$ cat config.mk
export PLATFORM = sky130hd
export DESIGN_NAME = mode_sel_fsm
export DESIGN_NICKNAME = d
export VERILOG_FILES = /design/src/rtl/mode_sel_pkg.sv /design/src/rtl/btn_debounce.sv /design/src/rtl/mode_sel_fsm.sv
export SDC_FILE = /design/constraint.sdc
export NUM_CORES = 1
export LEC_CHECK = 0
export BUFFER_PORTS_ARGS = -buffer_cell sky130_fd_sc_hd__buf_2
export CAP_MARGIN = 20
export CORE_AREA = 2 2 39 41
export CTS_BUF_LIST = sky130_fd_sc_hd__clkbuf_4 sky130_fd_sc_hd__clkbuf_8
export CTS_CLUSTER_DIAMETER = 120
export DETAILED_ROUTE_END_ITERATION = 7
export DIE_AREA = 0 0 41 43
export SETUP_SLACK_MARGIN = 0.05
export SKIP_LAST_GASP = 1
export SLEW_MARGIN = 20
export SYNTH_ARGS = -nofsm -noshare
export SYNTH_HDL_FRONTEND = slang
export SYNTH_HIERARCHICAL = 1
export SYNTH_SLANG_ARGS = --single-unit
$ cat constraint.sdc
create_clock -name clk -period 3.9 [get_ports clk]
set_input_delay 0.39 -clock clk [delete_from_list [all_inputs] [get_ports clk]]
set_output_delay 0.39 -clock clk [all_outputs]
set_load 0.005 [all_outputs]
$ cat src/rtl/mode_sel_pkg.sv
// rtl/mode_sel_pkg.sv - shared defaults, width helper and encodings for the mode selector
//
// Contents:
//   NUM_MODES_DEF / DEB_CYC_DEF : default parameter values for mode_sel_fsm
//   WRAP_SAT / WRAP_ON          : values of the WRAP parameter
//   btn_ev_e                    : combined press-event classification for one cycle
//   mw_of()                     : mode index width, never less than one bit
package mode_sel_pkg;

    localparam int NUM_MODES_DEF = 2;
    localparam int DEB_CYC_DEF   = 4;

    localparam int WRAP_SAT = 0;
    localparam int WRAP_ON  = 1;

    typedef enum logic [1:0] {
        EV_NONE = 2'b00,
        EV_NEXT = 2'b01,
        EV_PREV = 2'b10,
        EV_BOTH = 2'b11
    } btn_ev_e;

    function automatic int mw_of(input int n);
        int w;
        w = $clog2(n);
        return (w < 1) ? 1 : w;
    endfunction

endpackage

$ cat src/rtl/btn_debounce.sv
// rtl/btn_debounce.sv - 2-flop synchroniser, stable-count debouncer and press detector
//
// Ports:
//   clk   : system clock, rising edge
//   rst   : asynchronous active-low reset
//   btn   : raw asynchronous button level, 1 = pressed
//   press : one-cycle pulse on each 0->1 transition of the debounced level
module btn_debounce #(
    parameter int DEB_CYC = mode_sel_pkg::DEB_CYC_DEF
) (
    input  logic clk,
    input  logic rst,
    input  logic btn,
    output logic press
);

    // The counter only needs to reach DEB_CYC-1: the edge that would make it
    // DEB_CYC is the edge that accepts the new level instead.
    localparam int CW = (DEB_CYC < 2) ? 1 : $clog2(DEB_CYC);
    localparam logic [CW-1:0] CNT_LAST = CW'(DEB_CYC - 1);

    logic          sync1;
    logic          sync2;
    logic          level;
    logic          level_prev;
    logic [CW-1:0] cnt;

    always_ff @(posedge clk or negedge rst) begin
        if (!rst) begin
            sync1      <= 1'b0;
            sync2      <= 1'b0;
            level      <= 1'b0;
            level_prev <= 1'b0;
            cnt        <= '0;
        end else begin
            sync1      <= btn;
            sync2      <= sync1;
            level_prev <= level;
            // Counting cycles that disagree with the accepted level is the same
            // as counting a stable run: any change back restarts from zero.
            if (sync2 == level) begin
                cnt <= '0;
            end else if (cnt == CNT_LAST) begin
                level <= sync2;
                cnt   <= '0;
            end else begin
                cnt <= cnt + CW'(1);
            end
        end
    end

    // Releases fall through silently; only a rising debounced level is an event.
    assign press = level & ~level_prev;

endmodule

$ cat src/rtl/mode_sel_fsm.sv
// rtl/mode_sel_fsm.sv - two-button mode selector with wrap or saturate at the ends
//
// Ports:
//   clk         : system clock, rising edge
//   rst         : asynchronous active-low reset
//   btn_next    : raw button level, 1 = pressed, steps mode up
//   btn_prev    : raw button level, 1 = pressed, steps mode down
//   mode        : current mode index (registered)
//   mode_onehot : one-hot decode of mode (registered)
//   mode_chg    : one-cycle pulse in the cycle a new mode value first appears
module mode_sel_fsm
    import mode_sel_pkg::*;
#(
    parameter int NUM_MODES = NUM_MODES_DEF,
    parameter int DEB_CYC   = DEB_CYC_DEF,
    parameter int WRAP      = WRAP_ON,
    localparam int MW       = mw_of(NUM_MODES)
) (
    input  logic                 clk,
    input  logic                 rst,
    input  logic                 btn_next,
    input  logic                 btn_prev,
    output logic [MW-1:0]        mode,
    output logic [NUM_MODES-1:0] mode_onehot,
    output logic                 mode_chg
);

    localparam logic [MW-1:0] LAST_MODE = MW'(NUM_MODES - 1);

    logic                 press_next;
    logic                 press_prev;
    btn_ev_e              ev;
    logic [MW-1:0]        mode_nxt;
    logic [NUM_MODES-1:0] onehot_nxt;
    logic                 chg_nxt;

    btn_debounce #(.DEB_CYC(DEB_CYC)) u_deb_next (
        .clk   (clk),
        .rst   (rst),
        .btn   (btn_next),
        .press (press_next)
    );

    btn_debounce #(.DEB_CYC(DEB_CYC)) u_deb_prev (
        .clk   (clk),
        .rst   (rst),
        .btn   (btn_prev),
        .press (press_prev)
    );

    always_comb begin
        ev         = btn_ev_e'({press_prev, press_next});
        mode_nxt   = mode;
        case (ev)
            EV_NEXT: begin
                if (mode == LAST_MODE) begin
                    mode_nxt = (WRAP == WRAP_ON) ? '0 : mode;
                end else begin
                    mode_nxt = mode + MW'(1);
                end
            end
            EV_PREV: begin
                if (mode == '0) begin
                    mode_nxt = (WRAP == WRAP_ON) ? LAST_MODE : mode;
                end else begin
                    mode_nxt = mode - MW'(1);
                end
            end
            // Simultaneous presses cancel; nothing to do for EV_BOTH/EV_NONE.
            default: mode_nxt = mode;
        endcase
        onehot_nxt = NUM_MODES'(1) << mode_nxt;
        // Comparing values (not events) keeps a saturated hold silent.
        chg_nxt    = (mode_nxt != mode);
    end

    always_ff @(posedge clk or negedge rst) begin
        if (!rst) begin
            mode        <= '0;
            mode_onehot <= NUM_MODES'(1);
            mode_chg    <= 1'b0;
        end else begin
            mode        <= mode_nxt;
            mode_onehot <= onehot_nxt;
            mode_chg    <= chg_nxt;
        end
    end

endmodule

==> results of run 1 <==
==> cell usage in the layout, fill, tap and decap left out, drive strengths merged <==
master / Yosys / final
dfrtp: 14 / 14
buf: 1 / 7
ha: 4 / 4
clkbuf: 0 / 4
nor2b: 4 / 4
nor3: 3 / 3
inv: 2 / 2
xnor2: 2 / 2
mux2: 2 / 2
o21bai: 1 / 1
nand2: 1 / 1
o21a: 1 / 1
nor2: 1 / 1
o21ai: 1 / 1
dlygate4sd3: 0 / 1
dfstp: 1 / 1
==> state kept, by name, summed over array words and instances, names as in the netlist, named ones only <==
signal                 flops
u_deb_prev/sync2           1
u_deb_next/sync2           1
u_deb_prev/cnt             2
u_deb_prev/sync1           1
u_deb_prev/level           1
u_deb_next/sync1           1
u_deb_next/level           1
u_deb_next/cnt             2
mode_onehot                1
mode_chg                   1
u_deb_next/level_prev      1
u_deb_prev/level_prev      1
==> final timing paths <==
| check | startpoint | endpoint | slack (ps) |
|---|---|---|---|
| worst max-delay path | u_deb_next/level | mode_onehot[0] | 2470 |
| worst min-delay path | btn_prev | u_deb_prev/sync1 | 210 |
| worst max register to register | u_deb_next/level | mode_onehot[0] | 2470 |
| worst min register to register | u_deb_next/sync1 | u_deb_next/sync2 | 360 |
| max in group asynchronous | rst | mode_onehot[0] | 3080 |
| min in group asynchronous | rst | u_deb_prev/level_prev | 530 |
==> worst reg2reg max path, cell delays in order, from the launching register on <==
cell      delay [ps]
dfrtp_1          400
nor2b_1          190
inv_1             70
ha_1             330
o21bai_1         190
o21a_1           180
==> per-layer routing <==
layer  vias up  global-route usage (%)  routed length (um)
met2         8                    17.2                 388
met1       147                    15.0                 316
li1        146                       -                   -
met4         0                    10.0                   0
met5         -                       0                   0
met3         0                    4.71                  44
==> layout make-up <==
class | count | area, um^2
inverter | 2 | 7.51
timing repair buffer | 8 | 45.0
tap | 16 | 20.0
multi-input combinational | 20 | 168
clock buffer | 4 | 30.0
fill | 137 | 737
sequential | 15 | 377
==> through the flow <==
stage | std cells | hold WS [ps] | setup slack, ps
3_3_place_gp | 60 | 293 | 2590
6_report | 65 | 212 | 2470
2_1_floorplan | 38 | 94.4 | 2610
4_1_cts | 65 | 200 | 2470
3_5_place_dp | 60 | 306 | 2480
5_1_grt | 65 | 192 | 2370
==> kinds of logic after synthesis <==
family          after synthesis  share of synthesized area, %
xor+xnor                      2                          3.13
fa+ha+maj                     4                          8.95
buf+inv                       3                          2.69
flops                        15                          67.3
mux                           2                          4.03
compound gates                3                          3.58
simple gates                  9                          10.3
==> power by group through the flow <==
stage	combinational, uW	clock (uW)	sequential, uW
floorplan	109	0	238
global placement	131	0	239
detailed placement	146	0	244
CTS	148	96.6	241
global route	169	107	249
finish	144	92.3	240
==> timing repair <==
| item | CTS | global route |
|---|---|---|
| hold buffers | 1 | 0 |
| gates resized for setup | 0 | 0 |
| endpoints found under the hold margin | 14 | 0 |
==> impl_metrics.py, run 1 <==
metrics = {
    "outcome": {
        "status": "complete, no violations",
    },
    "route": {
        "vias": 301,
        "drc_errors": 0,
        "dr.pass1.iters": 2,
        "ant_nets": 0,
        "vias_per_cell": 4.63,
        "wl_um": 749,
        "wl_per_cell_um": 11.5,
        "first_iter_violations": 3,
    },
    "floorplanning": {
        "ios": 8,
        "die_y_um": 43,
        "die-area_um2": 1760,
        "core_um2": 1380,
        "die_w_um": 41,
        "start_util_pct": 40.4,
        "row_count": 14,
    },
    "pwr": {
        "p_comb_share_pct": 30.2,
        "power_uw": 476,
        "power_frac_seq_pct": 50.4,
        "p_leak_uw": 0.000316,
        "cell_internal_pwr_uw": 331,
        "pwr_density_cell_nw_per_um2": 736,
        "p_switching_uw": 145,
        "power_frac_clock_pct": 19.4,
        "swShare_pct": 30.4,
        "peakVddDrop_mv": 0.326,
    },
    "sta": {
        "slew_violations": 0,
        "rsz0062_at_grt": "false",
        "timing.final.crit_share_pct": 36.6,
        "tns_ps": 0,
        "post-route-min-period_ps": 1430,
        "hold_viol": 0,
        "slew_headroom_pct": 78.3,
        "worst_clock_skew_ps": 4.23,
        "tightestPinTransition_ps": 325,
        "max_freq_mhz": 700,
        "final-setup-viol-count": 0,
    },
    "clocking": {
        "insertion_delay_ps": 280,
        "cts_buffers": 3,
        "clkSinkCount": 15,
        "post_cts_buffers": 0,
        "cts_htree_levels": 1,
        "cts_tree": "done",
        "root_buffer": "clkbuf_4",
        "clk_pin_slew_ps": 80,
        "cts_buffer_depth": 2,
    },
    "global_routing": {
        "antenna_found_initial": 0,
        "overflow": 0,
        "grt_usage_pct": 12.6,
        "grt_max_degree": 16,
        "grt_pass1_vias": 325,
        "grt_pass1_wl_um": 1390,
    },
    "yosys": {
        "synth_top_cell_by_area": "dfrtp_1",
        "netlist_area_um2": 559,
        "ys_top_cells_by_count": "dfrtp_1 (14), ha_1 (4), nor2b_1 (4)",
        "synth_cells": 38,
        "syn_area_per_cell_um2": 14.7,
        "synth-seq-cells": 15,
        "ys_async_sr_fraction_pct": 100,
        "ys.flop_type": "dfrtp_1",
        "yosysMostFrequentCell": "dfrtp_1",
        "yosysSeqAreaShare_pct": 67.3,
        "ys_types": 15,
        "synth-edff-count": 0,
        "synth_nets": 46,
        "synthTopCellsByArea": "dfrtp_1 (63%), ha_1 (8.9%), dfstp_2 (4.7%)",
        "synth_top_area_share_pct": 62.6,
        "yosysWarnings": 6,
    },
    "worst_setup_path": {
        "slowest_stage": "dfrtp_1",
        "path_cells": "nor2b_1, inv_1, ha_1, o21bai_1, o21a_1",
        "cp.required_ps": 4110,
        "cp_slowest_stage_delay_ps": 400,
        "criticalPathCategory": "reg2reg",
        "startpoint_type": "flop",
        "crit_cells": 5,
        "path_buf_inv": 1,
        "crit_fanout": 4,
        "worstPathArrival_ps": 1640,
        "end_kind": "flop",
        "cp_top_family": "flip-flops",
        "reg2reg_depth": 5,
    },
    "finish": {
        "final_core_util_pct": 46.7,
        "area_growth_pct": 15.7,
        "layout-drive-gt1-share_pct": 28.6,
        "fin_nets": 58,
        "antenna_cells": 0,
        "stdcell_area_um2": 647,
    },
    "place": {
        "place_area_um2": 607,
        "gp_congestion": 0.617,
        "port_buffers": 7,
    },
    "worst_hold_path": {
        "holdPathStages": 1,
        "hold_class": "in2reg",
    },
    "flow_run": {
        "maxCapViolCount": 0,
    },
}
Power figures use the tool's default switching activity.
==> inputs of run 2 (changes only) <==
==> constraint.sdc (replaced) <==
create_clock -name clk -period 1.24 [get_ports clk]
set_input_delay 0.124 -clock clk [delete_from_list [all_inputs] [get_ports clk]]
set_output_delay 0.124 -clock clk [all_outputs]
set_load 0.005 [all_outputs]
==> run 2 against run 1 <==
  * Critical path depth unchanged
  * Design area increased by 16%
  * Final cell count increased by 9.2%
  * Register-to-register slack got worse by 2400 ps
  * Setup slack got worse by 2400 ps
  * Global-route usage decreased by 0.051 points
  * Non-clock buffer count increased by 6
  * Routed wire length increased by 7.1%
  * Clock skew decreased by 3.5 ps
  * Sequential cell count unchanged
  * Utilization increased by 7.5 points
==> impl_metrics.py, run 2 (synthesized netlist as in run 1, its figures left out) <==
metrics = {
    "worst_setup_path": {
        "criticalPathCategory": "reg2reg",
        "worstPathArrival_ps": 1400,
        "crit_fanout": 3,
        "cp_slowest_stage_delay_ps": 400,
        "end_kind": "flop",
        "slowest_stage": "dfrtp_1",
        "cp.required_ps": 1450,
        "path_cells": "nor2b_4, inv_2, ha_4, o21bai_4, o21a_1",
        "startpoint_type": "flop",
    },
    "outcome": {
        "status": "complete, no violations",
    },
    "place": {
        "gp_congestion": 0.642,
        "place_area_um2": 644,
        "port_buffers": 7,
    },
    "sta": {
        "max_freq_mhz": 844,
        "hold_slack_ps": 270,
        "hold_viol": 0,
        "tns_ps": 0,
        "rsz0062_at_grt": "true",
        "tightestPinTransition_ps": 317,
        "slew_headroom_pct": 78.9,
        "worst_clock_skew_ps": 0.729,
        "timing.final.crit_share_pct": 95.6,
        "slew_violations": 0,
        "final-setup-viol-count": 0,
        "post-route-min-period_ps": 1180,
    },
    "global_routing": {
        "grt_pass1_wl_um": 1360,
        "overflow": 0,
        "grt_max_degree": 16,
        "grt_pass1_vias": 324,
        "grt_usage_pct": 12.5,
        "antenna_found_initial": 0,
    },
    "floorplanning": {
        "die_w_um": 41,
        "core_um2": 1380,
        "die_y_um": 43,
        "die-area_um2": 1760,
        "row_count": 14,
        "ios": 8,
        "start_util_pct": 40.4,
    },
    "finish": {
        "fin_nets": 64,
        "layout-drive-gt1-share_pct": 45.5,
        "final_common_cell": "dfrtp_1",
        "stdcell_area_um2": 751,
        "final_cell_mix": "dfrtp_1 (14), buf_2 (7), buf_4 (4)",
        "fillers": 120,
        "reg_top3": "u_deb_next/cnt (2), u_deb_prev/cnt (2)",
        "multi_input_area_um2": 224,
        "seq_area_um2": 377,
        "antenna_cells": 0,
        "area_growth_pct": 34.2,
    },
    "pwr": {
        "p_comb_share_pct": 42.8,
        "p_leak_uw": 0.000353,
        "power_frac_seq_pct": 42.6,
        "power_frac_clock_pct": 14.6,
        "cell_internal_pwr_uw": 1230,
        "pwr_density_cell_nw_per_um2": 2370,
        "peakVddDrop_mv": 1.18,
        "swShare_pct": 30.7,
        "p_switching_uw": 545,
    },
    "route": {
        "first_iter_violations": 3,
        "ant_nets": 0,
        "drc_errors": 0,
        "vias_per_cell": 4.58,
        "wl_per_cell_um": 11.3,
        "vias": 325,
        "dr.pass1.iters": 3,
        "wl_um": 802,
    },
    "clocking": {
        "insertion_delay_ps": 270,
        "clkSinkCount": 15,
        "clk_pin_slew_ps": 80,
        "cts_buffer_depth": 2,
        "cts_htree_levels": 1,
        "cts_buffers": 3,
        "root_buffer": "clkbuf_4",
        "cts_tree": "done",
    },
    "worst_hold_path": {
        "hold_class": "in2async",
    },
    "flow_run": {
        "maxCapViolCount": 0,
    },
}
## run 2: cell types whose count changed in the layout (fill, tap and decap cells not counted), moves of 2 or more
cell           change
buf_4              +4
dlygate4sd3_1      +2
ha_1               -2
ha_4               +2
nor2b_1            -2
nor2b_4            +2
## run 2: power groups by stage
| stage | clock network [uW] | logic [uW] | registers, uW |
|---|---|---|---|
| 6_report | 259 | 761 | 757 |
| 5_1_grt | 307 | 857 | 773 |
| 4_1_cts | 278 | 605 | 751 |
| 3_5_place_dp | 0 | 591 | 760 |
| 3_3_place_gp | 0 | 538 | 749 |
| 2_1_floorplan | 0 | 402 | 763 |
## run 2: worst paths after layout
| kind | start | endpoint | slack (ps) | cells after the start |
|---|---|---|---|---|
| max | u_deb_next/level_prev | mode_onehot[0] | 60 | 5 |
| min | rst | asynchronous set/reset pin | 270 | 2 |
| max reg2reg | u_deb_next/level_prev | mode_onehot[0] | 60 | 5 |
| min reg2reg | u_deb_prev/sync1 | u_deb_prev/sync2 | 360 | 0 |
| max in group asynchronous | rst | mode_onehot[0] | 680 | 2 |
| min in group clk | u_deb_prev/sync1 | u_deb_prev/sync2 | 360 | 0 |
## run 2: final cells by class
type	instances	area share (%)
Clock buffer	3	3.00
Clock inverter	1	0.667
Inverter	2	1.00
Multi-Input combinational cell	20	29.8
Sequential cell	15	50.2
Tap cell	16	2.67
Timing Repair Buffer	14	12.7
## run 2: what timing repair did
action / in CTS / in global routing
endpoints found under the setup margin: 2 / 3
gates resized for setup: 1 / 6
endpoints found under the hold margin: 17 / 0
buffers inserted: 0 / 2
hold buffers: 3 / 0
pin swaps: 1 / 2
## run 2: through the flow
| step | total power (uW) | setup WS (ps) | util (%) | instances |
|---|---|---|---|---|
| after floorplan | 1160 | 56.2 | - | 38 |
| after global placement | 1290 | 75.6 | 46.6 | 62 |
| after detailed placement | 1350 | 40.6 | 46.6 | 62 |
| after CTS | 1630 | 45.4 | 50.7 | 69 |
| after global routing | 1940 | 1.52 | 54.2 | 71 |
| final | 1780 | 55.1 | 54.2 | 71 |
## run 2: worst max-delay path: cells and delay by family (launching register included)
kind	cells	cell delay (ps)
buffers and inverters	1	50
AND/OR/NAND/NOR	1	120
adder cells (fa/ha/maj)	1	210
AO/OA/AOI/OAI	2	340
flip-flops	1	400
## run 2: per-layer routing
layer,vias to the layer above,routed length (um),share of wire [%],track usage (%)
met3,2,36,4.5,4.71
met4,0,10,1.2,10.0
met5,-,0,0,0
li1,159,-,-,-
met2,8,417,52,17.5
met1,156,338,42,14.5
==> inputs of run 3 (changes only) <==
--- a/config.mk
+++ b/config.mk
@@ -5,6 +5,7 @@
 export SDC_FILE = /design/constraint.sdc
 export NUM_CORES = 1
 export LEC_CHECK = 0
+export ABC_AREA = 1
 export BUFFER_PORTS_ARGS = -buffer_cell sky130_fd_sc_hd__buf_2
 export CAP_MARGIN = 20
 export CORE_AREA = 2 2 39 41
@@ -12,6 +13,7 @@
 export CTS_CLUSTER_DIAMETER = 120
 export DETAILED_ROUTE_END_ITERATION = 7
 export DIE_AREA = 0 0 41 43
+export RECOVER_POWER = 100
 export SETUP_SLACK_MARGIN = 0.05
 export SKIP_LAST_GASP = 1
 export SLEW_MARGIN = 20
==> constraint.sdc (replaced) <==
create_clock -name clk -period 1.3 [get_ports clk]
set_input_delay 0.13 -clock clk [delete_from_list [all_inputs] [get_ports clk]]
set_output_delay 0.13 -clock clk [all_outputs]
set_load 0.005 [all_outputs]
==> run 3 against run 2 <==
  * Maximum frequency up 1.7%
  * Via count up 21%
  * Routed wire length up 1.9%
  * Clock power up 5%
  * Die area unchanged
  * Final cell count up 24%
  * Synthesized cell count up 53%
  * Sequential share of layout area up 1.3 points
  * Combinational power down 24%
  * Global-route usage up 0.10 points
  * Critical path type unchanged
  * Critical endpoint is now mode_chg
==> impl_metrics.py, run 3 <==
metrics = {
    "outcome": {
        "status": "complete, no violations",
    },
    "place": {
        "gp_congestion": 0.668,
        "post-dp-hpwl_um": 566,
        "port_buffers": 7,
        "place_area_um2": 638,
        "pre_cts_ws_ps": 18.9,
    },
    "finish": {
        "final_cell_mix": "nand2_1 (14), dfrtp_1 (14), inv_1 (8), nor2_1 (5), clkbuf_4 (5)",
        "fin_nets": 81,
        "fillers": 126,
        "area_growth_pct": 23.9,
        "reg_top3": "u_deb_next/cnt (2), u_deb_prev/cnt (2)",
        "stdcell_area_um2": 732,
        "final_core_util_pct": 52.9,
        "antenna_cells": 0,
        "layout-drive-gt1-share_pct": 23.6,
    },
    "sta": {
        "tns_ps": 0,
        "timing.final.crit_share_pct": 89.6,
        "fin_ws_ps": 135,
        "slew_violations": 0,
        "tightestPinTransition_ps": 759,
        "worst_clock_skew_ps": 4.89,
        "hold_slack_ps": 352,
        "hold_viol": 0,
        "final-setup-viol-count": 0,
        "post-route-min-period_ps": 1170,
        "max_freq_mhz": 858,
        "rsz0062_at_grt": "true",
        "slew_headroom_pct": 49.4,
    },
    "global_routing": {
        "grt_pass1_wl_um": 1440,
        "antenna_found_initial": 0,
        "grt_usage_pct": 12.6,
        "grt_pass1_vias": 393,
        "grt_max_degree": 16,
        "met3_usage_pct": 4.71,
        "grtUsageMet1_pct": 13.4,
        "top_usage_layer": "met2",
        "use_met2_pct": 19.7,
        "overflow": 0,
    },
    "floorplanning": {
        "core_um2": 1380,
        "die-area_um2": 1760,
        "die_w_um": 41,
        "die_y_um": 43,
        "row_count": 14,
        "ios": 8,
        "start_util_pct": 42.7,
    },
    "yosys": {
        "yosysSeqAreaShare_pct": 63.8,
        "ys_types": 11,
        "synth_top_cell_by_area": "dfrtp_1",
        "ys_async_sr_fraction_pct": 100,
        "netlist_area_um2": 591,
        "synth_top_area_share_pct": 59.3,
        "syn_area_per_cell_um2": 10.2,
        "ys.flop_type": "dfrtp_1",
        "synth-seq-cells": 15,
        "yosysWarnings": 6,
        "synth_cells": 58,
        "synth-edff-count": 0,
        "ys_top_cells_by_count": "dfrtp_1 (14), nand2_1 (14), inv_1 (10)",
        "synthTopCellsByArea": "dfrtp_1 (59%), nand2_1 (8.9%), ha_1 (8.5%)",
        "synth_nets": 66,
    },
    "clocking": {
        "cts_tree": "done",
        "cts_buffer_depth": 2,
        "cts_htree_levels": 1,
        "clkSinkCount": 15,
        "cts_buffers": 3,
        "root_buffer": "clkbuf_4",
        "clk_pin_slew_ps": 80,
        "insertion_delay_ps": 270,
    },
    "pwr": {
        "peakVddDrop_mv": 0.919,
        "p_leak_uw": 0.000382,
        "pwr_density_cell_nw_per_um2": 2120,
    },
    "route": {
        "ant_nets": 0,
        "vias": 393,
        "vias_per_cell": 4.47,
        "first_iter_violations": 0,
        "wl_um": 817,
        "wl_per_cell_um": 9.28,
        "drc_errors": 0,
        "dr.pass1.iters": 1,
    },
    "flow_run": {
        "maxCapViolCount": 0,
    },
    "worst_setup_path": {
        "end_kind": "flop",
        "cp.required_ps": 1460,
        "criticalPathCategory": "reg2reg",
        "startpoint_type": "flop",
        "worstPathArrival_ps": 1330,
        "crit_fanout": 4,
    },
    "worst_hold_path": {
        "hold_class": "reg2reg",
    },
}
[run 3: cell types whose count changed after synthesis, moves of 2 or more]
cell | previous run | this run
inv_1 | 2 | 10
mux2_1 | 2 | 0
nand2_1 | 1 | 14
nor2_1 | 1 | 8
nor2b_1 | 4 | 0
nor3_2 | 2 | 0
o21ai_0 | 0 | 2
or2_0 | 0 | 2
xnor2_1 | 2 | 0
[run 3: logic make-up (layout without fill, tap and decap cells)]
| family | Yosys count | count (layout) | share of synthesized area (%) |
|---|---|---|---|
| adder cells (fa/ha/maj) | 4 | 4 | 8.47 |
| buffers and inverters | 11 | 25 | 7.63 |
| flip-flops | 15 | 15 | 63.8 |
| AO/OA/AOI/OAI | 3 | 3 | 3.18 |
| AND/OR/NAND/NOR | 25 | 25 | 16.9 |
[run 3: path summary, 6_finish.rpt]
check	start	to	slack [ps]	cells after the start
max	u_deb_next/level	mode_chg	130	7
min reg2reg	u_deb_next/sync1	u_deb_next/sync2	350	0
max in group asynchronous	rst	u_deb_next/sync2	390	2
min in group asynchronous	rst	asynchronous set/reset pin	430	2
max reg2reg	u_deb_next/level	mode_chg	130	7
min	u_deb_next/sync1	u_deb_next/sync2	350	0
[run 3: power by group]
group          leakage, uW  switching (uW)  total (uW)  internal [uW]
combinational     0.000178             310         575            265
clock            0.0000184             133         272            140
sequential        0.000185            83.1         702            619
[run 3: final cells by class]
class | count | area (um^2) | share of cell area [%]
tap | 16 | 20.0 | 2.74
sequential | 15 | 377 | 51.5
timing repair buffer | 11 | 68.8 | 9.40
clock buffer | 4 | 30.0 | 4.10
inverter | 10 | 37.5 | 5.13
multi-input combinational | 32 | 199 | 27.2
[run 3: through the flow]
| step | instances | total power, uW |
|---|---|---|
| 3_5_place_dp | 80 | 1160 |
| 3_3_place_gp | 80 | 1140 |
| 4_1_cts | 87 | 1510 |
| 2_1_floorplan | 58 | 1050 |
| 6_report | 88 | 1550 |
| 5_1_grt | 88 | 1720 |
[run 3: metal layers]
layer  vias up  share of wire [%]
li1        200                  -
met4         0                2.1
met2         7                 48
met5         -                  0
met3         2                4.9
met1       184                 45
[run 3: worst max-delay path: stages (launching register included)]
cell and delay (ps):
dfrtp_1 380, inv_2 60, nor2_4 110, inv_2 50
ha_4 280, nor2_2 40, o21ai_2 70, nand2_1 70
[run 3: what timing repair did]
action,CTS,global route
setup endpoints to repair,2,3
setup buffers,0,1
pin swaps,1,3
hold buffers,3,0
gates resized for setup,3,5
hold endpoints to repair,16,0
cloned,0,0
